$ cat src/rtl/id_ex_stage_if.sv
// ID/EX stage bus: decoded instruction in, forwarding sources in, ALU operands
// and registered EX controls out. clk/reset are plain ports on the stage.
interface id_ex_stage_if #(
  parameter int WIDTH = 32,
  parameter int RADDR = 5
);
  // ID-side instruction fields
  logic [WIDTH-1:0] id_rs_data, id_rt_data, id_imm;
  logic [RADDR-1:0] id_rs, id_rt, id_rd;
  logic [5:0]       id_funct;
  logic [1:0]       id_alu_op;
  logic             id_alu_src, id_reg_dst, id_reg_write;
  logic             id_mem_read, id_mem_write, id_mem_to_reg;
  // pipeline control
  logic             flush, hold;
  // forwarding sources
  logic             ex_mem_reg_write;
  logic [RADDR-1:0] ex_mem_rd;
  logic [WIDTH-1:0] ex_mem_result;
  logic             mem_wb_reg_write;
  logic [RADDR-1:0] mem_wb_rd;
  logic [WIDTH-1:0] mem_wb_data;
  // EX-side outputs
  logic [WIDTH-1:0] BussA, BussB, store_data;
  logic [1:0]       ALUControl;
  logic [RADDR-1:0] ex_write_reg;
  logic             ex_reg_write, ex_mem_read, ex_mem_write, ex_mem_to_reg;
  logic             illegal_funct, load_use_stall;

  modport master (
    output id_rs_data, id_rt_data, id_imm, id_rs, id_rt, id_rd, id_funct, id_alu_op,
           id_alu_src, id_reg_dst, id_reg_write, id_mem_read, id_mem_write, id_mem_to_reg,
           flush, hold, ex_mem_reg_write, ex_mem_rd, ex_mem_result,
           mem_wb_reg_write, mem_wb_rd, mem_wb_data,
    input  BussA, BussB, store_data, ALUControl, ex_write_reg, ex_reg_write,
           ex_mem_read, ex_mem_write, ex_mem_to_reg, illegal_funct, load_use_stall
  );

  modport slave (
    input  id_rs_data, id_rt_data, id_imm, id_rs, id_rt, id_rd, id_funct, id_alu_op,
           id_alu_src, id_reg_dst, id_reg_write, id_mem_read, id_mem_write, id_mem_to_reg,
           flush, hold, ex_mem_reg_write, ex_mem_rd, ex_mem_result,
           mem_wb_reg_write, mem_wb_rd, mem_wb_data,
    output BussA, BussB, store_data, ALUControl, ex_write_reg, ex_reg_write,
           ex_mem_read, ex_mem_write, ex_mem_to_reg, illegal_funct, load_use_stall
  );
endinterface

$ cat src/rtl/id_ex_stage.sv
// ID/EX pipeline register with ALU-control decode, EX/MEM + MEM/WB operand
// forwarding, load-use bubble insertion, flush and hold.
module id_ex_stage #(
  parameter int WIDTH = 32,
  parameter int RADDR = 5
) (
  input  logic         clk,
  input  logic         reset,
  id_ex_stage_if.slave bus
);
  typedef struct packed {
    logic [WIDTH-1:0] rs_data, rt_data, imm;
    logic [RADDR-1:0] rs, rt, rd;
    logic [1:0]       alu_ctrl;
    logic             alu_src, reg_dst, reg_write, mem_read, mem_write, mem_to_reg, illegal;
  } ex_t;

  ex_t ex_q, ex_d, id_dec;
  logic             stall;
  logic [WIDTH-1:0] fwd_a, fwd_b;

  // Decode the ID-side instruction into the form held in the stage.
  always_comb begin
    id_dec            = '0;
    id_dec.rs_data    = bus.id_rs_data;
    id_dec.rt_data    = bus.id_rt_data;
    id_dec.imm        = bus.id_imm;
    id_dec.rs         = bus.id_rs;
    id_dec.rt         = bus.id_rt;
    id_dec.rd         = bus.id_rd;
    id_dec.alu_src    = bus.id_alu_src;
    id_dec.reg_dst    = bus.id_reg_dst;
    id_dec.reg_write  = bus.id_reg_write;
    id_dec.mem_read   = bus.id_mem_read;
    id_dec.mem_write  = bus.id_mem_write;
    id_dec.mem_to_reg = bus.id_mem_to_reg;
    unique case (bus.id_alu_op)
      2'b00: id_dec.alu_ctrl = 2'b00;
      2'b01: id_dec.alu_ctrl = 2'b10;
      2'b11: id_dec.alu_ctrl = 2'b01;
      default: begin
        unique case (bus.id_funct)
          6'h20:   id_dec.alu_ctrl = 2'b00;
          6'h22:   id_dec.alu_ctrl = 2'b10;
          6'h26:   id_dec.alu_ctrl = 2'b01;
          6'h2A:   id_dec.alu_ctrl = 2'b11;
          default: id_dec.illegal  = 1'b1;
        endcase
      end
    endcase
  end

  // A load in EX whose destination is read by the instruction in ID must wait a cycle.
  assign stall = ex_q.mem_read && (ex_q.rt != '0) &&
                 ((ex_q.rt == bus.id_rs) || (ex_q.rt == bus.id_rt));

  // Next-state select: flush > hold > load-use bubble > normal load.
  always_comb begin
    ex_d = ex_q;
    if (bus.flush)     ex_d = '0;
    else if (bus.hold) ex_d = ex_q;
    else if (stall)    ex_d = '0;
    else               ex_d = id_dec;
  end

  // Stage register; synchronous reset clears everything to a bubble.
  always_ff @(posedge clk) begin
    if (reset) ex_q <= '0;
    else       ex_q <= ex_d;
  end

  // Operand forwarding; the younger EX/MEM result beats MEM/WB, and r0 is never forwarded.
  always_comb begin
    fwd_a = ex_q.rs_data;
    if (bus.ex_mem_reg_write && bus.ex_mem_rd != '0 && bus.ex_mem_rd == ex_q.rs)
      fwd_a = bus.ex_mem_result;
    else if (bus.mem_wb_reg_write && bus.mem_wb_rd != '0 && bus.mem_wb_rd == ex_q.rs)
      fwd_a = bus.mem_wb_data;
    fwd_b = ex_q.rt_data;
    if (bus.ex_mem_reg_write && bus.ex_mem_rd != '0 && bus.ex_mem_rd == ex_q.rt)
      fwd_b = bus.ex_mem_result;
    else if (bus.mem_wb_reg_write && bus.mem_wb_rd != '0 && bus.mem_wb_rd == ex_q.rt)
      fwd_b = bus.mem_wb_data;
  end

  assign bus.BussA          = fwd_a;
  assign bus.BussB          = ex_q.alu_src ? ex_q.imm : fwd_b;
  assign bus.store_data     = fwd_b;
  assign bus.ALUControl     = ex_q.alu_ctrl;
  assign bus.ex_write_reg   = ex_q.reg_dst ? ex_q.rd : ex_q.rt;
  assign bus.ex_reg_write   = ex_q.reg_write;
  assign bus.ex_mem_read    = ex_q.mem_read;
  assign bus.ex_mem_write   = ex_q.mem_write;
  assign bus.ex_mem_to_reg  = ex_q.mem_to_reg;
  assign bus.illegal_funct  = ex_q.illegal;
  assign bus.load_use_stall = stall;
endmodule

$ cat src/flat_wrapper.sv
// flat-port wrapper written by rule: the top's interface ports become plain ports
module id_ex_stage_flat 
#(
  parameter int WIDTH = 32,
  parameter int RADDR = 5
)
  (clk, reset, bus_id_rs_data, bus_id_rt_data, bus_id_imm, bus_id_rs, bus_id_rt, bus_id_rd, bus_id_funct, bus_id_alu_op, bus_id_alu_src, bus_id_reg_dst, bus_id_reg_write, bus_id_mem_read, bus_id_mem_write, bus_id_mem_to_reg, bus_flush, bus_hold, bus_ex_mem_reg_write, bus_ex_mem_rd, bus_ex_mem_result, bus_mem_wb_reg_write, bus_mem_wb_rd, bus_mem_wb_data, bus_BussA, bus_BussB, bus_store_data, bus_ALUControl, bus_ex_write_reg, bus_ex_reg_write, bus_ex_mem_read, bus_ex_mem_write, bus_ex_mem_to_reg, bus_illegal_funct, bus_load_use_stall);
  id_ex_stage_if #(.WIDTH(WIDTH), .RADDR(RADDR)) bus_i ();
  input  logic clk;
  input  logic reset;
  input wire logic [$bits(bus_i.id_rs_data)-1:0] bus_id_rs_data;
  input wire logic [$bits(bus_i.id_rt_data)-1:0] bus_id_rt_data;
  input wire logic [$bits(bus_i.id_imm)-1:0] bus_id_imm;
  input wire logic [$bits(bus_i.id_rs)-1:0] bus_id_rs;
  input wire logic [$bits(bus_i.id_rt)-1:0] bus_id_rt;
  input wire logic [$bits(bus_i.id_rd)-1:0] bus_id_rd;
  input wire logic [$bits(bus_i.id_funct)-1:0] bus_id_funct;
  input wire logic [$bits(bus_i.id_alu_op)-1:0] bus_id_alu_op;
  input wire logic [$bits(bus_i.id_alu_src)-1:0] bus_id_alu_src;
  input wire logic [$bits(bus_i.id_reg_dst)-1:0] bus_id_reg_dst;
  input wire logic [$bits(bus_i.id_reg_write)-1:0] bus_id_reg_write;
  input wire logic [$bits(bus_i.id_mem_read)-1:0] bus_id_mem_read;
  input wire logic [$bits(bus_i.id_mem_write)-1:0] bus_id_mem_write;
  input wire logic [$bits(bus_i.id_mem_to_reg)-1:0] bus_id_mem_to_reg;
  input wire logic [$bits(bus_i.flush)-1:0] bus_flush;
  input wire logic [$bits(bus_i.hold)-1:0] bus_hold;
  input wire logic [$bits(bus_i.ex_mem_reg_write)-1:0] bus_ex_mem_reg_write;
  input wire logic [$bits(bus_i.ex_mem_rd)-1:0] bus_ex_mem_rd;
  input wire logic [$bits(bus_i.ex_mem_result)-1:0] bus_ex_mem_result;
  input wire logic [$bits(bus_i.mem_wb_reg_write)-1:0] bus_mem_wb_reg_write;
  input wire logic [$bits(bus_i.mem_wb_rd)-1:0] bus_mem_wb_rd;
  input wire logic [$bits(bus_i.mem_wb_data)-1:0] bus_mem_wb_data;
  output wire logic [$bits(bus_i.BussA)-1:0] bus_BussA;
  output wire logic [$bits(bus_i.BussB)-1:0] bus_BussB;
  output wire logic [$bits(bus_i.store_data)-1:0] bus_store_data;
  output wire logic [$bits(bus_i.ALUControl)-1:0] bus_ALUControl;
  output wire logic [$bits(bus_i.ex_write_reg)-1:0] bus_ex_write_reg;
  output wire logic [$bits(bus_i.ex_reg_write)-1:0] bus_ex_reg_write;
  output wire logic [$bits(bus_i.ex_mem_read)-1:0] bus_ex_mem_read;
  output wire logic [$bits(bus_i.ex_mem_write)-1:0] bus_ex_mem_write;
  output wire logic [$bits(bus_i.ex_mem_to_reg)-1:0] bus_ex_mem_to_reg;
  output wire logic [$bits(bus_i.illegal_funct)-1:0] bus_illegal_funct;
  output wire logic [$bits(bus_i.load_use_stall)-1:0] bus_load_use_stall;
  assign bus_i.id_rs_data = bus_id_rs_data;
  assign bus_i.id_rt_data = bus_id_rt_data;
  assign bus_i.id_imm = bus_id_imm;
  assign bus_i.id_rs = bus_id_rs;
  assign bus_i.id_rt = bus_id_rt;
  assign bus_i.id_rd = bus_id_rd;
  assign bus_i.id_funct = bus_id_funct;
  assign bus_i.id_alu_op = bus_id_alu_op;
  assign bus_i.id_alu_src = bus_id_alu_src;
  assign bus_i.id_reg_dst = bus_id_reg_dst;
  assign bus_i.id_reg_write = bus_id_reg_write;
  assign bus_i.id_mem_read = bus_id_mem_read;
  assign bus_i.id_mem_write = bus_id_mem_write;
  assign bus_i.id_mem_to_reg = bus_id_mem_to_reg;
  assign bus_i.flush = bus_flush;
  assign bus_i.hold = bus_hold;
  assign bus_i.ex_mem_reg_write = bus_ex_mem_reg_write;
  assign bus_i.ex_mem_rd = bus_ex_mem_rd;
  assign bus_i.ex_mem_result = bus_ex_mem_result;
  assign bus_i.mem_wb_reg_write = bus_mem_wb_reg_write;
  assign bus_i.mem_wb_rd = bus_mem_wb_rd;
  assign bus_i.mem_wb_data = bus_mem_wb_data;
  assign bus_BussA = bus_i.BussA;
  assign bus_BussB = bus_i.BussB;
  assign bus_store_data = bus_i.store_data;
  assign bus_ALUControl = bus_i.ALUControl;
  assign bus_ex_write_reg = bus_i.ex_write_reg;
  assign bus_ex_reg_write = bus_i.ex_reg_write;
  assign bus_ex_mem_read = bus_i.ex_mem_read;
  assign bus_ex_mem_write = bus_i.ex_mem_write;
  assign bus_ex_mem_to_reg = bus_i.ex_mem_to_reg;
  assign bus_illegal_funct = bus_i.illegal_funct;
  assign bus_load_use_stall = bus_i.load_use_stall;
  id_ex_stage #(.WIDTH(WIDTH), .RADDR(RADDR)) u_core (.clk(clk), .reset(reset), .bus(bus_i));
endmodule
$ cat config.mk
export PLATFORM = sky130hd
export DESIGN_NAME = id_ex_stage_flat
export DESIGN_NICKNAME = d
export VERILOG_FILES = /design/src/rtl/id_ex_stage_if.sv /design/src/rtl/id_ex_stage.sv /design/src/flat_wrapper.sv
export SDC_FILE = /design/constraint.sdc
export NUM_CORES = 1
export LEC_CHECK = 0
export CORE_ASPECT_RATIO = 1.25
export CORE_MARGIN = 2
export CORE_UTILIZATION = 30
export CTS_CLUSTER_SIZE = 16
export DETAILED_ROUTE_END_ITERATION = 6
export PLACE_DENSITY = 0.68
export SLEW_MARGIN = 20
export SYNTH_ARGS = -nofsm -noshare
export SYNTH_HDL_FRONTEND = slang
export SYNTH_SLANG_ARGS = --single-unit
$ cat constraint.sdc
create_clock -name clk -period 3.5 [get_ports clk]
set_input_delay 0.7 -clock clk [delete_from_list [all_inputs] [get_ports clk]]
set_output_delay 0.7 -clock clk [all_outputs]
set_load 0.1 [all_outputs]
==> metrics.cfg <==
[setup_path]
path_cells = clkdlybuf4s15_1 > or4_4 > o211ai_4 > buf_8 > clkbuf_16 > or3_4 > a31oi_4 > mux2_4 > buf_12
crit_slowest_cell = or4_4
max_stage_delay_ns = 0.53
worstPathRequired_ns = 2.80
worstPathMaxFanout = 6
worst_ep_arrival_time_ns = 2.75
startpoint_type = primary input
endpoint_kind = primary output
path_class = in2out

[finish]
drive_gt1_frac = 0.401
area_growth_pct = 121
multi_input_area_um2 = 4770
largest_reg_flops = 113
fillers = 1540
final_cells = 1322
regMostFlops = u_core.ex_q
fin_area_um2 = 13500
ff_latch_area_um2 = 2400
final_nets = 1240

[clocking]
path_clk_slew_ns = 0.06
clock-sinks = 120
tritoncts = built
clk_latency_ns = 0.41
htree_levels = 4
clk_path_buf_depth = 2
cts_root_buffer = clkbuf_16
cts_hold_buf = 0
numCtsBuffers = 17

[timing]
fmax_mhz = 290
maxSlewViolCount = 0
setup_ws_ns = 0.0541
relSlewSlack = 0.338
hold_viol = 0
worstMarginPinSlew_ns = 0.990
fin_crit_sh = 0.985
finalWorstPathRequiredPeriod_ns = 3.45
finalClockSkew_ns = 0.00778
setup_violations = 0

[floorplan]
num_rows = 58
core_area_um2 = 20100
pin_count = 314
chipWidth_um = 132
initial_core_util = 0.305
die_h_um = 164
dieArea_um2 = 21600

[grt]
grt_pass1_wl_um = 41100
grt_max_degree = 96
grt_overflow = 0
first_global_vias = 7175
grt_usage = 0.245
antenna_found_initial = 2

[run_status]
status = completed

[power]
p_total_mw = 4.79
p_per_area_nw_per_um2 = 353
power.leakage_nw = 5.06
ir_drop_uv = 314

[routing]
avgViaCountPerCell = 5.15
wl_met1_um = 10800
wl_um = 26800
ant_nets = 0
routedWlPerCell_um = 20.3
drc = 0
wl_met3_um = 1330
first_iter_violations = 352
top_layer = met4
firstDrtPassIters = 5
wl_met2_um = 13800
via_count = 6803

[synthesis]
syn_avg_cell_area_um2 = 9.20
ys_ff_latch = 120
synth_area_um2 = 6140
synthTopCellsByArea = dfxtp_1, a22o_1, mux2_2, mux2i_1, xnor2_1
synth_top_area_share = 0.391
synth.net_count = 872
synth_warnings = 0
ys_types = 33
ys_seq_area_frac = 0.391
yosysTopAreaCell = dfxtp_1
netlist_instances = 667

[place]
placed_cell_area_um2 = 12500
hpwl_um = 19500
place_inst = 1275
portBuffers = 313
post-place-ws_ns = -0.249
gp_congestion = 0.842

[run]
cap_violations = 0

[min_path]
hold_path_class = reg2reg

power by group:
group / internal, mW / switching (mW)
logic: 0.718 / 0.838
registers: 1.41 / 0.0419
clock network: 1.09 / 0.685
placed cells by master, fill, tap and decap left out, types with 29 or more instances in the layout:
cell type / instances
a21oi_4: 30
a22o_1: 119
a31oi_4: 32
buf_12: 120
buf_4: 76
clkdlybuf4s50_1: 201
dfxtp_1: 119
inv_1: 32
mux2_4: 32
nor2_1: 33
nor3_1: 31
or3_4: 29
worst paths after layout:
check,from,end,slack (ns),cells after the start
worst min register to register,u_core.ex_q[10]$_SDFFE_PP0N_,u_core.ex_q[10]$_SDFFE_PP0N_,0.48,1
worst max-delay path,bus_mem_wb_rd[2],bus_BussB[12],0.05,9
worst max register to register,u_core.ex_q[15]$_SDFFE_PP0N_,u_core.ex_q[47]$_SDFFE_PP0N_,1.04,5
worst min-delay path,u_core.ex_q[10]$_SDFFE_PP0N_,u_core.ex_q[10]$_SDFFE_PP0N_,0.48,1
cell families after synthesis:
group / count (synthesis) / synth area share
AOI/OAI and AO/OA: 226 / 0.272
xor gates and xnor gates: 31 / 0.0442
buffers and inverters: 102 / 0.0717
DFF: 120 / 0.391
muxes: 69 / 0.120
and+or+nand+nor: 119 / 0.101
synth_stat cells, drive strengths merged:
cell type and n:
a2111oi 1, a21oi 33, a22o 119, a31oi 32
a32o 1, and2 1, buf 27, clkbuf 43
dfxtp 120, inv 32, mux2 37, mux2i 32
nand2 5, nand2b 2, nand3 3, nand4 3
nor2 33, nor3 32, nor3b 2, nor4 1
o211ai 2, o21a 1, o21ai 34, o21bai 1
o22ai 1, o31ai 1, or2 1, or3 32
or4 4, xnor2 27, xor2 4
critical path: cells and delay by family:
kind	cells	cell delay [ns]
buffers and inverters	4	0.71
and+or+nand+nor	2	0.66
AOI/OAI and AO/OA	2	0.37
muxes	1	0.29
metal layers:
metal	GRT usage	up-vias
met2	0.432	239
met5	0	-
li1	-	3224
met1	0.291	3286
met4	0.0929	0
met3	0.0540	54
metrics by stage:
| stage | hold slack (ns) | setup TNS [ns] | util |
|---|---|---|---|
| final | 0.475 | 0 | 0.674 |
| after global routing | 0.486 | -0.0692 | 0.674 |
| after CTS | 0.470 | -0.0823 | 0.668 |
| after detailed placement | 0.453 | -10.71 | 0.620 |
| after global placement | 0.452 | -10.66 | 0.620 |
| after floorplan | 0.436 | -12.06 | - |
area by class of cell:
cell class | instances | area share
Timing Repair Buffer | 419 | 0.392
Multi-Input combinational cell | 445 | 0.352
Sequential cell | 120 | 0.177
Clock buffer | 19 | 0.0334
Tap cell | 270 | 0.0249
Clock inverter | 13 | 0.0106
Inverter | 32 | 0.00887
Antenna cell | 4 | 0.000739
what timing repair did:
action	in CTS	in global routing
pin swaps	15	12
gates cloned	5	1
setup endpoints to repair	94	53
gates resized for setup	51	31
buffers inserted	7	1
(Power assumes the default switching activity.)
